`src/rtl/ifft_twiddle_mult_stage_if.sv`:
```
// Streaming bus between the 4th-stage butterfly, the twiddle ROM and the next stage.
// The slave modport is the multiplier stage's view of the bus.
interface ifft_twiddle_mult_stage_if #(
    parameter int unsigned DATA_WIDTH = 15,
    parameter int unsigned TW_WIDTH   = 15
);
    logic                         in_valid;
    logic                         in_sof;
    logic signed [DATA_WIDTH-1:0] in_real;
    logic signed [DATA_WIDTH-1:0] in_imag;
    logic        [5:0]            tw_addr;
    logic signed [TW_WIDTH-1:0]   tw_real;
    logic signed [TW_WIDTH-1:0]   tw_imag;
    logic                         out_valid;
    logic                         out_sof;
    logic signed [DATA_WIDTH-1:0] out_real;
    logic signed [DATA_WIDTH-1:0] out_imag;
    logic                         frame_done;
    logic                         ovf_flag;

    modport slave (
        input  in_valid, in_sof, in_real, in_imag, tw_real, tw_imag,
        output tw_addr, out_valid, out_sof, out_real, out_imag, frame_done, ovf_flag
    );

    modport master (
        output in_valid, in_sof, in_real, in_imag, tw_real, tw_imag,
        input  tw_addr, out_valid, out_sof, out_real, out_imag, frame_done, ovf_flag
    );
endinterface

```
`src/rtl/ifft_twiddle_mult_stage.sv`:
```
// Twiddle multiplier after the 4th SDF butterfly: indexes the twiddle ROM, multiplies,
// rounds half-up and saturates, with a fixed 3-cycle latency.
module ifft_twiddle_mult_stage #(
    parameter int unsigned NFFT       = 64,
    parameter int unsigned DATA_WIDTH = 15,
    parameter int unsigned TW_WIDTH   = 15,
    parameter int unsigned TW_FRAC    = 10
) (
    input logic                      clk,
    input logic                      rst,
    ifft_twiddle_mult_stage_if.slave bus_io
);
    localparam int unsigned PW = DATA_WIDTH + TW_WIDTH;
    localparam int unsigned SW = PW + 1;
    localparam logic [5:0]           LastIdx = 6'(NFFT - 1);
    localparam logic signed [SW-1:0] RndK    = SW'(2 ** (TW_FRAC - 1));
    localparam logic signed [SW-1:0] MaxVal  = SW'((2 ** (DATA_WIDTH - 1)) - 1);
    localparam logic signed [SW-1:0] MinVal  = ~MaxVal;

    // Returns {saturated, value}.
    function automatic logic [DATA_WIDTH:0] rnd_sat(input logic signed [SW-1:0] x);
        logic signed [SW-1:0] r;
        r = (x + RndK) >>> TW_FRAC;
        if (r > MaxVal) begin
            rnd_sat = {1'b1, MaxVal[DATA_WIDTH-1:0]};
        end else if (r < MinVal) begin
            rnd_sat = {1'b1, MinVal[DATA_WIDTH-1:0]};
        end else begin
            rnd_sat = {1'b0, r[DATA_WIDTH-1:0]};
        end
    endfunction

    logic [5:0] idx_q, idx_d, idx_cur;

    logic signed [DATA_WIDTH-1:0] s1_ar_q, s1_ai_q;
    logic signed [TW_WIDTH-1:0]   s1_wr_q, s1_wi_q;
    logic                         s1_vld_q, s1_sof_q, s1_last_q;

    logic signed [PW-1:0] s2_rr_q, s2_ii_q, s2_ri_q, s2_ir_q;
    logic signed [PW-1:0] s2_rr_d, s2_ii_d, s2_ri_d, s2_ir_d;
    logic                 s2_vld_q, s2_sof_q, s2_last_q;

    logic signed [SW-1:0]   pr, pi;
    logic [DATA_WIDTH:0]    re_rs, im_rs;

    logic                         out_vld_q, out_sof_q, done_q, ovf_q;
    logic signed [DATA_WIDTH-1:0] out_re_q, out_im_q;

    // A start-of-frame sample always takes address 0, whatever the counter holds.
    always_comb begin
        idx_cur = (bus_io.in_valid && bus_io.in_sof) ? 6'd0 : idx_q;
        idx_d   = idx_q;
        if (bus_io.in_valid) begin
            idx_d = (idx_cur == LastIdx) ? 6'd0 : idx_cur + 6'd1;
        end
    end

    assign bus_io.tw_addr = idx_cur;

    always_comb begin
        s2_rr_d = PW'(s1_ar_q) * PW'(s1_wr_q);
        s2_ii_d = PW'(s1_ai_q) * PW'(s1_wi_q);
        s2_ri_d = PW'(s1_ar_q) * PW'(s1_wi_q);
        s2_ir_d = PW'(s1_ai_q) * PW'(s1_wr_q);
    end

    always_comb begin
        pr    = {s2_rr_q[PW-1], s2_rr_q} - {s2_ii_q[PW-1], s2_ii_q};
        pi    = {s2_ri_q[PW-1], s2_ri_q} + {s2_ir_q[PW-1], s2_ir_q};
        re_rs = rnd_sat(pr);
        im_rs = rnd_sat(pi);
    end

    always_ff @(posedge clk or posedge rst) begin
        if (rst) begin
            idx_q     <= '0;
            s1_ar_q   <= '0;
            s1_ai_q   <= '0;
            s1_wr_q   <= '0;
            s1_wi_q   <= '0;
            s1_vld_q  <= 1'b0;
            s1_sof_q  <= 1'b0;
            s1_last_q <= 1'b0;
            s2_rr_q   <= '0;
            s2_ii_q   <= '0;
            s2_ri_q   <= '0;
            s2_ir_q   <= '0;
            s2_vld_q  <= 1'b0;
            s2_sof_q  <= 1'b0;
            s2_last_q <= 1'b0;
            out_vld_q <= 1'b0;
            out_sof_q <= 1'b0;
            done_q    <= 1'b0;
            ovf_q     <= 1'b0;
            out_re_q  <= '0;
            out_im_q  <= '0;
        end else begin
            idx_q     <= idx_d;
            s1_vld_q  <= bus_io.in_valid;
            s1_sof_q  <= bus_io.in_valid & bus_io.in_sof;
            s1_last_q <= bus_io.in_valid & (idx_cur == LastIdx);
            if (bus_io.in_valid) begin
                s1_ar_q <= bus_io.in_real;
                s1_ai_q <= bus_io.in_imag;
                s1_wr_q <= bus_io.tw_real;
                s1_wi_q <= bus_io.tw_imag;
            end
            s2_vld_q  <= s1_vld_q;
            s2_sof_q  <= s1_sof_q;
            s2_last_q <= s1_last_q;
            if (s1_vld_q) begin
                s2_rr_q <= s2_rr_d;
                s2_ii_q <= s2_ii_d;
                s2_ri_q <= s2_ri_d;
                s2_ir_q <= s2_ir_d;
            end
            out_vld_q <= s2_vld_q;
            out_sof_q <= s2_vld_q & s2_sof_q;
            done_q    <= s2_vld_q & s2_last_q;
            ovf_q     <= ovf_q | (s2_vld_q & (re_rs[DATA_WIDTH] | im_rs[DATA_WIDTH]));
            if (s2_vld_q) begin
                out_re_q <= re_rs[DATA_WIDTH-1:0];
                out_im_q <= im_rs[DATA_WIDTH-1:0];
            end
        end
    end

    assign bus_io.out_valid  = out_vld_q;
    assign bus_io.out_sof    = out_sof_q;
    assign bus_io.out_real   = out_re_q;
    assign bus_io.out_imag   = out_im_q;
    assign bus_io.frame_done = done_q;
    assign bus_io.ovf_flag   = ovf_q;
endmodule
```
`src/flat_wrapper.sv`:
```
// flat-port wrapper written by rule: the top's interface ports become plain ports
module ifft_twiddle_mult_stage_flat 
#(
    parameter int unsigned NFFT       = 64,
    parameter int unsigned DATA_WIDTH = 15,
    parameter int unsigned TW_WIDTH   = 15,
    parameter int unsigned TW_FRAC    = 10
)
  (clk, rst, bus_io_in_valid, bus_io_in_sof, bus_io_in_real, bus_io_in_imag, bus_io_tw_real, bus_io_tw_imag, bus_io_tw_addr, bus_io_out_valid, bus_io_out_sof, bus_io_out_real, bus_io_out_imag, bus_io_frame_done, bus_io_ovf_flag);
  ifft_twiddle_mult_stage_if #(.DATA_WIDTH(DATA_WIDTH), .TW_WIDTH(TW_WIDTH)) bus_io_i ();
  input logic clk;
  input logic rst;
  input wire logic [$bits(bus_io_i.in_valid)-1:0] bus_io_in_valid;
  input wire logic [$bits(bus_io_i.in_sof)-1:0] bus_io_in_sof;
  input wire logic [$bits(bus_io_i.in_real)-1:0] bus_io_in_real;
  input wire logic [$bits(bus_io_i.in_imag)-1:0] bus_io_in_imag;
  input wire logic [$bits(bus_io_i.tw_real)-1:0] bus_io_tw_real;
  input wire logic [$bits(bus_io_i.tw_imag)-1:0] bus_io_tw_imag;
  output wire logic [$bits(bus_io_i.tw_addr)-1:0] bus_io_tw_addr;
  output wire logic [$bits(bus_io_i.out_valid)-1:0] bus_io_out_valid;
  output wire logic [$bits(bus_io_i.out_sof)-1:0] bus_io_out_sof;
  output wire logic [$bits(bus_io_i.out_real)-1:0] bus_io_out_real;
  output wire logic [$bits(bus_io_i.out_imag)-1:0] bus_io_out_imag;
  output wire logic [$bits(bus_io_i.frame_done)-1:0] bus_io_frame_done;
  output wire logic [$bits(bus_io_i.ovf_flag)-1:0] bus_io_ovf_flag;
  assign bus_io_i.in_valid = bus_io_in_valid;
  assign bus_io_i.in_sof = bus_io_in_sof;
  assign bus_io_i.in_real = bus_io_in_real;
  assign bus_io_i.in_imag = bus_io_in_imag;
  assign bus_io_i.tw_real = bus_io_tw_real;
  assign bus_io_i.tw_imag = bus_io_tw_imag;
  assign bus_io_tw_addr = bus_io_i.tw_addr;
  assign bus_io_out_valid = bus_io_i.out_valid;
  assign bus_io_out_sof = bus_io_i.out_sof;
  assign bus_io_out_real = bus_io_i.out_real;
  assign bus_io_out_imag = bus_io_i.out_imag;
  assign bus_io_frame_done = bus_io_i.frame_done;
  assign bus_io_ovf_flag = bus_io_i.ovf_flag;
  ifft_twiddle_mult_stage #(.NFFT(NFFT), .DATA_WIDTH(DATA_WIDTH), .TW_WIDTH(TW_WIDTH), .TW_FRAC(TW_FRAC)) u_core (.clk(clk), .rst(rst), .bus_io(bus_io_i));
endmodule
```
`config.mk`:
```
export PLATFORM = sky130hd
export DESIGN_NAME = ifft_twiddle_mult_stage_flat
export DESIGN_NICKNAME = d
export VERILOG_FILES = /design/src/rtl/ifft_twiddle_mult_stage_if.sv /design/src/rtl/ifft_twiddle_mult_stage.sv /design/src/flat_wrapper.sv
export SDC_FILE = /design/constraint.sdc
export NUM_CORES = 2
export LEC_CHECK = 0
export CAP_MARGIN = 15
export CORE_ASPECT_RATIO = 1.25
export CORE_MARGIN = 2
export CORE_UTILIZATION = 38
export DETAILED_ROUTE_END_ITERATION = 16
export GPL_TIMING_DRIVEN = 0
export HOLD_SLACK_MARGIN = 0.06
export PLACE_DENSITY = 0.52
export SLEW_MARGIN = 20
export SYNTH_ARGS = -nofsm -noshare
export SYNTH_HDL_FRONTEND = slang
export SYNTH_SLANG_ARGS = --single-unit
```
`constraint.sdc`:
```
create_clock -name clk -period 10.22 [get_ports clk]
set_input_delay 2.044 -clock clk [delete_from_list [all_inputs] [get_ports clk]]
set_output_delay 2.044 -clock clk [all_outputs]
set_load 0.03 [all_outputs]
```
### Yosys cells after proc, flatten, opt, wreduce, memory -nomap -nowiden

Cells that the tools add are included.

* $lt $le $gt $ge: 4
* muxes and demuxes: 6
* $mul: 4
* add/subtract/negate cells: 5
* bitwise operators: 7
* equality and inequality tests: 1
* reduce and logical (&&, ||, !) cells: 1

Operator list (count)
* multiplier 15 x 15 -> 30 bit: 4
* 2-to-1 mux 16 bit: 4
* adder 31 x 11 -> 31 bit, second input constant: 2
* > comparator 21 x 15 -> 1 bit, second input constant: 2
* less-than comparator 21 x 15 -> 1 bit, second input constant: 2
* adder 30 x 30 -> 31 bit: 1
* subtractor 30 x 30 -> 31 bit: 1
* 2-to-1 mux 6 bit: 2
* adder 6 x 1 -> 6 bit, second input constant: 1
* equality test 6 bit, second input constant: 1
* AND 1 bit: 5
* OR 1 bit: 2
* logical AND 1 bit: 1

* logic and storage cells: 49
* bits in registers: 226

### Depth between registers and ports, before layout

* word-level depth: 8
* mapped depth: 26

### Least setup slack after synthesis

OpenSTA, ideal clock, no wires.

* kind: reg-to-reg
* start point: register u_core.s1_wr_q[1]
* end point: register u_core.s2_ir_q[29]
* stages on the path, launching flop included: 25
* path slack: 3.761 ns
* setup time: 0.141 ns
* data arrival time: 6.319 ns
* required time: 10.079 ns
* cells stage by stage: dfrtp_1 clkbuf_1 and2_1 fa_1 inv_1 fa_1 inv_1 fa_1 fa_1 fa_1 inv_1 fa_1 inv_1 ha_1 a21o_1 a211oi_2 o21bai_1 a221oi_2 a21oi_1 o41a_1 and4_4 a2111oi_4 a22oi_1 xnor2_1 mux2i_1

* cells in the longest elaborated chain, start to end: 1

RTL lines
* from (decl): RTL line ifft_twiddle_mult_stage.sv:36 `logic signed [TW_WIDTH-1:0] s1_wr_q, s1_wi_q;`
* from (signal assigned): RTL line ifft_twiddle_mult_stage.sv:105 `s1_wr_q <= bus_io.tw_real;`
* multiplier 15 x 15 -> 30 bit: RTL line ifft_twiddle_mult_stage.sv:64 `s2_ir_d = PW'(s1_ai_q) * PW'(s1_wr_q);`
* to (signal assigned): RTL line ifft_twiddle_mult_stage.sv:115 `s2_ir_q <= s2_ir_d;`
* to (decl): RTL line ifft_twiddle_mult_stage.sv:39 `logic signed [PW-1:0] s2_rr_q, s2_ii_q, s2_ri_q, s2_ir_q;`

No other way between the ends.
A chain may end at the register's enable or synchronous reset.

### Worst setup path in the final report

* start point: register u_core.s1_wr_q[14]
* end point: register u_core.s2_ir_q[29]

The elaborated chain is that of the path after synthesis.

==> results.ini <==
[timing]
fin_crit_sh_pct = 86.4
tns_ns = 0
worst_slack_ns = 1.39
slew_viol_final = 0
fmax_ghz = 0.113
max_slew_margin_pct = 19.2
setup_viol = 0
grt_setup_unrepaired = false
tightest_slew_ns = 1.21
hold_violations = 0
skew_ns = 0.0372
fin_crit_ns = 8.83

[finish]
areaGrowthSynthToFinish_pct = 9.15
stdcell_count = 6565
nets = 6342
final_util_pct = 41.7
final_layout_size_suffix_gt1_share_pct = 4.65

[detailed_routing]
met3WireLength_mm = 9.89
topRoutingLayerUsed = met5
met2WireLength_mm = 73.1
viasPerCell = 5.09
drt_pass1_iterations = 6
drt-initial-drc-count = 2151
totalWireLength_mm = 150
vias = 33400
ant_nets = 0
wl_met1_mm = 58.1
drc_errors = 0
routedWlPerCell_um = 22.9

[worst_setup_path]
r2r_slack_ns = 1.39
cp.required_ns = 10.70
crit_fanout = 10
endpoint_kind = flop
rr_startpoint = u_core.s1_wr_q[14]$_DFFE_PP0P_
criticalPathCategory = flop to flop
worstSetupStartpoint = u_core.s1_wr_q[14]$_DFFE_PP0P_
crit_path_start_kind = flop
arrival_ns = 9.31

[place]
dpl_worst_slack_ns = 1.02
dp.cells = 6498
gp_congestion = 0.958
io_buffers = 103
dp_hpwl_mm = 125

[floorplanning]
chipHeight_um = 392
core_um2 = 120000
start_util_pct = 38.2
rows = 142
design.portCount = 104
die_area_um2 = 123000
die_w_um = 314

[synthesis]
synth.most_common_cell = inv_1
synth.distinct_cells = 81
netlist_top_cells_area = fa_1 39%, dfrtp_1 12%, ha_1 12%
synth_area_um2 = 45800
async_flop_share_pct = 100
synth_edf_count = 0
yosysSeqAreaShare_pct = 12.4
synth_top_cell_area_share_pct = 38.8
ys_top_cells_by_count = 1055 x inv_1, 888 x fa_1, 499 x nand2_1, 443 x ha_1, 433 x and2_1
synth_nets = 6204
synth_seq_cells = 226
avgSynthCellArea_um2 = 9.52
ys.flop_type = dfrtp_1
postSynthCellCount = 4809
ys_warn_count = 0
yosysTopAreaCell = fa_1

[clocking]
htree_levels = 1
cts_buffer_depth = 3
worstSkewPairLatency_ns = 0.67
cts_tree = done
numCtsBuffers = 31
cts.sinks = 226
clockRootBuffer = clkbuf_16
post_cts_buffers = 0
holdBufCountCts = 0
path_clk_slew_ns = 0.06
cts_resized = 0

[global_route]
grt_pass1_wl_mm = 227
grt_pass1_vias = 36300
grt_overflow = 0
track_usage_pct = 25.3
grt_max_degree = 83
antenna_found_initial = 10

[min_path]
hold_start = u_core.s1_sof_q$_DFF_PP0_
hold_class = flop to flop

[run]
max_cap_viol_count = 0

[status]
outcome = finished clean

## kinds of logic (layout without fill, tap and decap cells)
group                    count (synthesis)  after routing  share of synthesized area (%)
adder cells (fa/ha/maj)               1331           1331                           50.9
flip-flops                             226            226                           12.4
buffers and inverters                 1272           1434                           10.5
multiplexers                           144            144                           3.53
XOR/XNOR                               160            160                           3.06
other                                    0             10                              0
AND/OR/NAND/NOR                       1260           1260                           13.6
AO/OA/AOI/OAI                          416            416                           6.06
## layer usage
| layer | track usage, % | vias up |
|---|---|---|
| li1 | - | 14900 |
| met1 | 30.5 | 17200 |
| met2 | 43.5 | 1043 |
| met3 | 3.82 | 307 |
| met4 | 13.2 | 4 |
| met5 | 0 | - |
## cell type report
| cell class | count | area (um^2) |
|---|---|---|
| Fill cell | 12200 | 69800 |
| Multi-Input combinational cell | 3311 | 35300 |
| Sequential cell | 226 | 5660 |
| Inverter | 1055 | 3970 |
| Tap cell | 1584 | 1980 |
| Timing Repair Buffer | 105 | 1090 |
| Clock buffer | 40 | 860 |
| Buffer | 217 | 840 |
| Clock inverter | 17 | 218 |
| Antenna cell | 10 | 25.0 |
## cell usage in the layout, fill, tap and decap left out, types with 11 or more instances in the layout
master / synthesis / routed
a21oi_1: 125 / 125
fa_1: 888 / 888
ha_1: 443 / 443
and2_1: 433 / 433
nor2_1: 160 / 160
o21ai_0: 79 / 79
xnor2_1: 125 / 125
clkbuf_16: 0 / 31
nand2_1: 499 / 499
clkdlybuf4s50_1: 0 / 103
nor3_1: 24 / 24
dfrtp_1: 226 / 226
nand4_1: 11 / 11
clkbuf_1: 209 / 208
xor2_1: 35 / 35
inv_1: 1055 / 1054
nand3_1: 42 / 42
a211oi_1: 19 / 19
and3_1: 12 / 12
o21a_1: 27 / 27
nand2b_1: 29 / 29
o21bai_1: 20 / 20
a21o_1: 45 / 45
mux2_2: 135 / 135
## worst max-delay path: stages (launching register included)
cell and delay [ns]:
dfrtp_1 0.95, inv_1 0.66, clkbuf_2 0.54, nor2_1 0.26, fa_1 0.46, fa_1 0.46
fa_1 0.51, fa_1 0.43, fa_1 0.50, inv_1 0.06, fa_1 0.51, inv_1 0.06
ha_1 0.36, and4_2 0.26, and3_1 0.20, a221oi_2 0.33, a21oi_1 0.20, o41a_1 0.37
and4_4 0.21, a2111oi_4 0.32, a22oi_1 0.17, xnor2_1 0.65, mux2i_1 0.18
## registers in the layout, indices dropped and copies added (netlist names), 6 cells and up
name,flops
u_core.bus_io.out_imag,15
u_core.s2_rr_q,30
u_core.idx_q,6
u_core.s2_ri_q,30
u_core.s1_ai_q,15
u_core.s1_ar_q,15
u_core.s2_ii_q,30
u_core.s2_ir_q,30
u_core.bus_io.out_real,15
u_core.s1_wr_q,15
u_core.s1_wi_q,15
## worst paths after layout
| path | to | cells past startpoint |
|---|---|---|
| max | u_core.s2_ir_q[29]$_DFFE_PP0P_ | 22 |
| min | u_core.s2_sof_q$_DFF_PP0_ | 0 |
| max reg2reg | u_core.s2_ir_q[29]$_DFFE_PP0P_ | 22 |
| min reg2reg | u_core.s2_sof_q$_DFF_PP0_ | 0 |
| max in group asynchronous | u_core.s1_ai_q[5]$_DFFE_PP0P_ | 3 |
| min in group asynchronous | u_core.bus_io.out_real[2]$_DFFE_PP0P_ | 2 |
## per-stage QoR
step	cell area (um^2)	hold slack [ns]
5_1_grt	49900	0.363
3_3_place_gp	48800	0.333
4_1_cts	49900	0.349
3_5_place_dp	48900	0.337
6_report	50000	0.347
2_1_floorplan	45800	0.331
Power is not shown: default switching activity piles up to over one toggle a cycle in this logic, so the estimate is an artifact.
==> variant, RTL diff (same flow settings) <==
Reset style: synchronous (`rst`), changed in one clocked block.
--- a/src/rtl/ifft_twiddle_mult_stage.sv
+++ b/src/rtl/ifft_twiddle_mult_stage.sv
@@ -73,3 +73,3 @@
 
-    always_ff @(posedge clk or posedge rst) begin
+    always_ff @(posedge clk) begin
         if (rst) begin
Function: changed (Yosys sat finds a counterexample within 4 cycles, from zero or initial values and one cycle with rst high; the reset may be asserted at any time).
==> variant against the original RTL <==
- worst setup slack got worse by 0.25 ns
- via count rose by 2.4%
- final cell count rose by 2.8%
- area after synthesis fell by 1.2%
- wire length rose by 5.1%
- first-iteration DRC count rose by 9.6%
- synthesized cell count rose by 4.2%
- die area fell by 1.2%
- sequential share of layout area fell by 2.2 points
- worst hold slack improved by 0.078 ns
- cell area fell by 1.1%
- sequential cell count did not move
Power is left out: it rests on default switching activity, and per cell area and clock period it moved more than threefold.
==> variant: results (changes against the original RTL) <==
Synthesis
  • Post-synthesis mux area share: 2.84% (was 3.53%)
  • Xor/xnor cell area share of the yosys netlist: 3.10% (was 3.06%)
  • Prevailing post-synth register cell: dfxtp_1 (was dfrtp_1)
  • Adder-Cell Fraction of Synth Area: 51.6% (was 50.9%)
  • YS warnings: 0 (unchanged)
  • Syn nets: 6406 (was 6204)
  • Post-synthesis async set-or-reset flop share: 0% (was 100%)
  • Compound-Gate Fraction of Synth Area: 6.59% (was 6.06%)
  • Post-synth top cells: 1068 x inv_1, 888 x fa_1, 529 x nand2_1 (was 1055 x inv_1, 888 x fa_1, 499 x nand2_1)
  • Unique masters post-synth: 82 (was 81)
  • Sequential area share after synthesis: 10.0% (was 12.4%)
  • Synth area leaders: fa_1 39%, ha_1 12%, dfxtp_1 10% (was fa_1 39%, dfrtp_1 12%, ha_1 12%)

Critical path
  • Internal reg-to-reg setup slack: 1.14 ns (was 1.39 ns)
  • FF-to-FF Start: u_core.s1_wr_q[2] (was u_core.s1_wr_q[14])
  • Reg2reg path depth: 25 (was 22)
  • Critical path arrival: 9.57 ns (was 9.31 ns)
  • Worst Setup EP: u_core.s2_ir_q[28] (was u_core.s2_ir_q[29])

Placement
  • Post-DP HPWL: 131000 µm (was 125000 µm)
  • RePlAce Congestion: 0.938 (was 0.958)
  • Port Buffers: 102 (was 103)
  • Area after DPL: 48300 µm² (was 48900 µm²)

Status
  • Run status: finished clean (unchanged)

GRT
  • M1 GR Usage: 33.3% (was 30.5%)
  • GRT met2 Usage: 45.1% (was 43.5%)
  • Initial antenna violation count: 20 (was 10)
  • First-pass GRT wire length: 238000 µm (was 227000 µm)
  • Met3 usage: 5.11% (was 3.82%)
  • Vias in the first global route: 36579 (was 36279)
  • Largest net degree at the start of global routing: 17 (was 83)
  • GR Util All Layers: 26.6% (was 25.3%)

Route
  • Met2 wire length: 74900 µm (was 73100 µm)
  • Per-cell routed wire length: 23.4 µm (was 22.9 µm)
  • Via density: 5.07 (was 5.09)
  • DRT iter0 DRCs: 2358 (was 2151)
  • Drt pass-1 iters: 8 (was 6)
  • Max Used Layer: met5 (unchanged)
  • Met3 routed WL: 11000 µm (was 9890 µm)
  • Met1 Wirelength: 64400 µm (was 58100 µm)

CTS
  • Num CTS Buffers: 31 (unchanged)
  • Worst-skew pair later-pin latency: approximately 0.66 ns
  • Clk buf depth: 3 (unchanged)
  • H-Tree Depth: 1 (unchanged)

Final layout
  • Final instance area: 49400 µm² (was 50000 µm²)
  • Proportion of layout cells with a drive suffix above 1: 1.97% (was 4.65%)
  • Layout Nets: 6542 (was 6342)
  • FILL cells: 12104 (was 12154)

Worst hold path
  • Hold Crit Depth: 1 (was 0)
  • Min-delay src: u_core.s2_last_q (was u_core.s1_sof_q)
  • Worst Hold End: u_core.bus_io.frame_done (was u_core.s2_sof_q)

Timing
  • Slew Limit Headroom: 10.5% (was 19.2%)
  • Clock skew: 0.0328 ns (was 0.0372 ns)
## variant: cell types whose count changed after synthesis, sizes merged, moves of 14 or more
cell | before | now
mux2 | 136 | 2
buf | 7 | 21
a211oi | 22 | 53
nor2 | 160 | 284
dfxtp | 0 | 226
o21ai | 86 | 72
mux2i | 8 | 126
dfrtp | 226 | 0
nand2 | 499 | 529
## variant: cell families (layout without fill, tap and decap cells)
logic type / after synthesis / in the layout
and+or+nand+nor: 1415 / 1415
adders and majority gates: 1331 / 1331
buffers and inverters: 1307 / 1468
AOI/OAI and AO/OA: 444 / 444
DFF: 226 / 226
xor gates and xnor gates: 160 / 160
muxes: 128 / 128
other: 0 / 7
## variant: layout make-up
class	count	share of cell area, %
plain buffers	239	1.87
flip-flops and latches	226	9.16
repair buffers	103	2.09
diodes	7	0.0355
multi-input cells	3478	72.5
clock inverters	25	0.648
inverters	1068	8.11
well taps	1573	3.98
clock buffers	33	1.61
## variant: worst max-delay path: stages, from the launching register on
cell	delay [ns]
dfxtp_1	0.38
clkbuf_1	0.92
nand2_1	0.17
fa_1	0.55
fa_1	0.55
inv_1	0.05
fa_1	0.50
inv_1	0.06
fa_1	0.53
inv_1	0.05
fa_1	0.47
inv_1	0.05
fa_1	0.54
inv_1	0.06
ha_1	0.35
o21a_1	0.21
nor2_1	0.08
a21oi_1	0.08
a41oi_2	0.65
o221ai_1	0.36
a221oi_1	0.55
a2bb2oi_1	0.40
a211oi_1	0.15
nor2_1	0.14
xor2_1	0.93
o21ai_0	0.15
## variant: stage by stage
step	cells	hold WS, ns	worst slack [ns]
finish	6752	0.425	1.14
detailed placement	6687	0.415	1.23
global placement	6686	0.413	0.814
floorplan	5011	0.406	3.69
CTS	6745	0.432	1.19
global route	6746	0.439	0.904
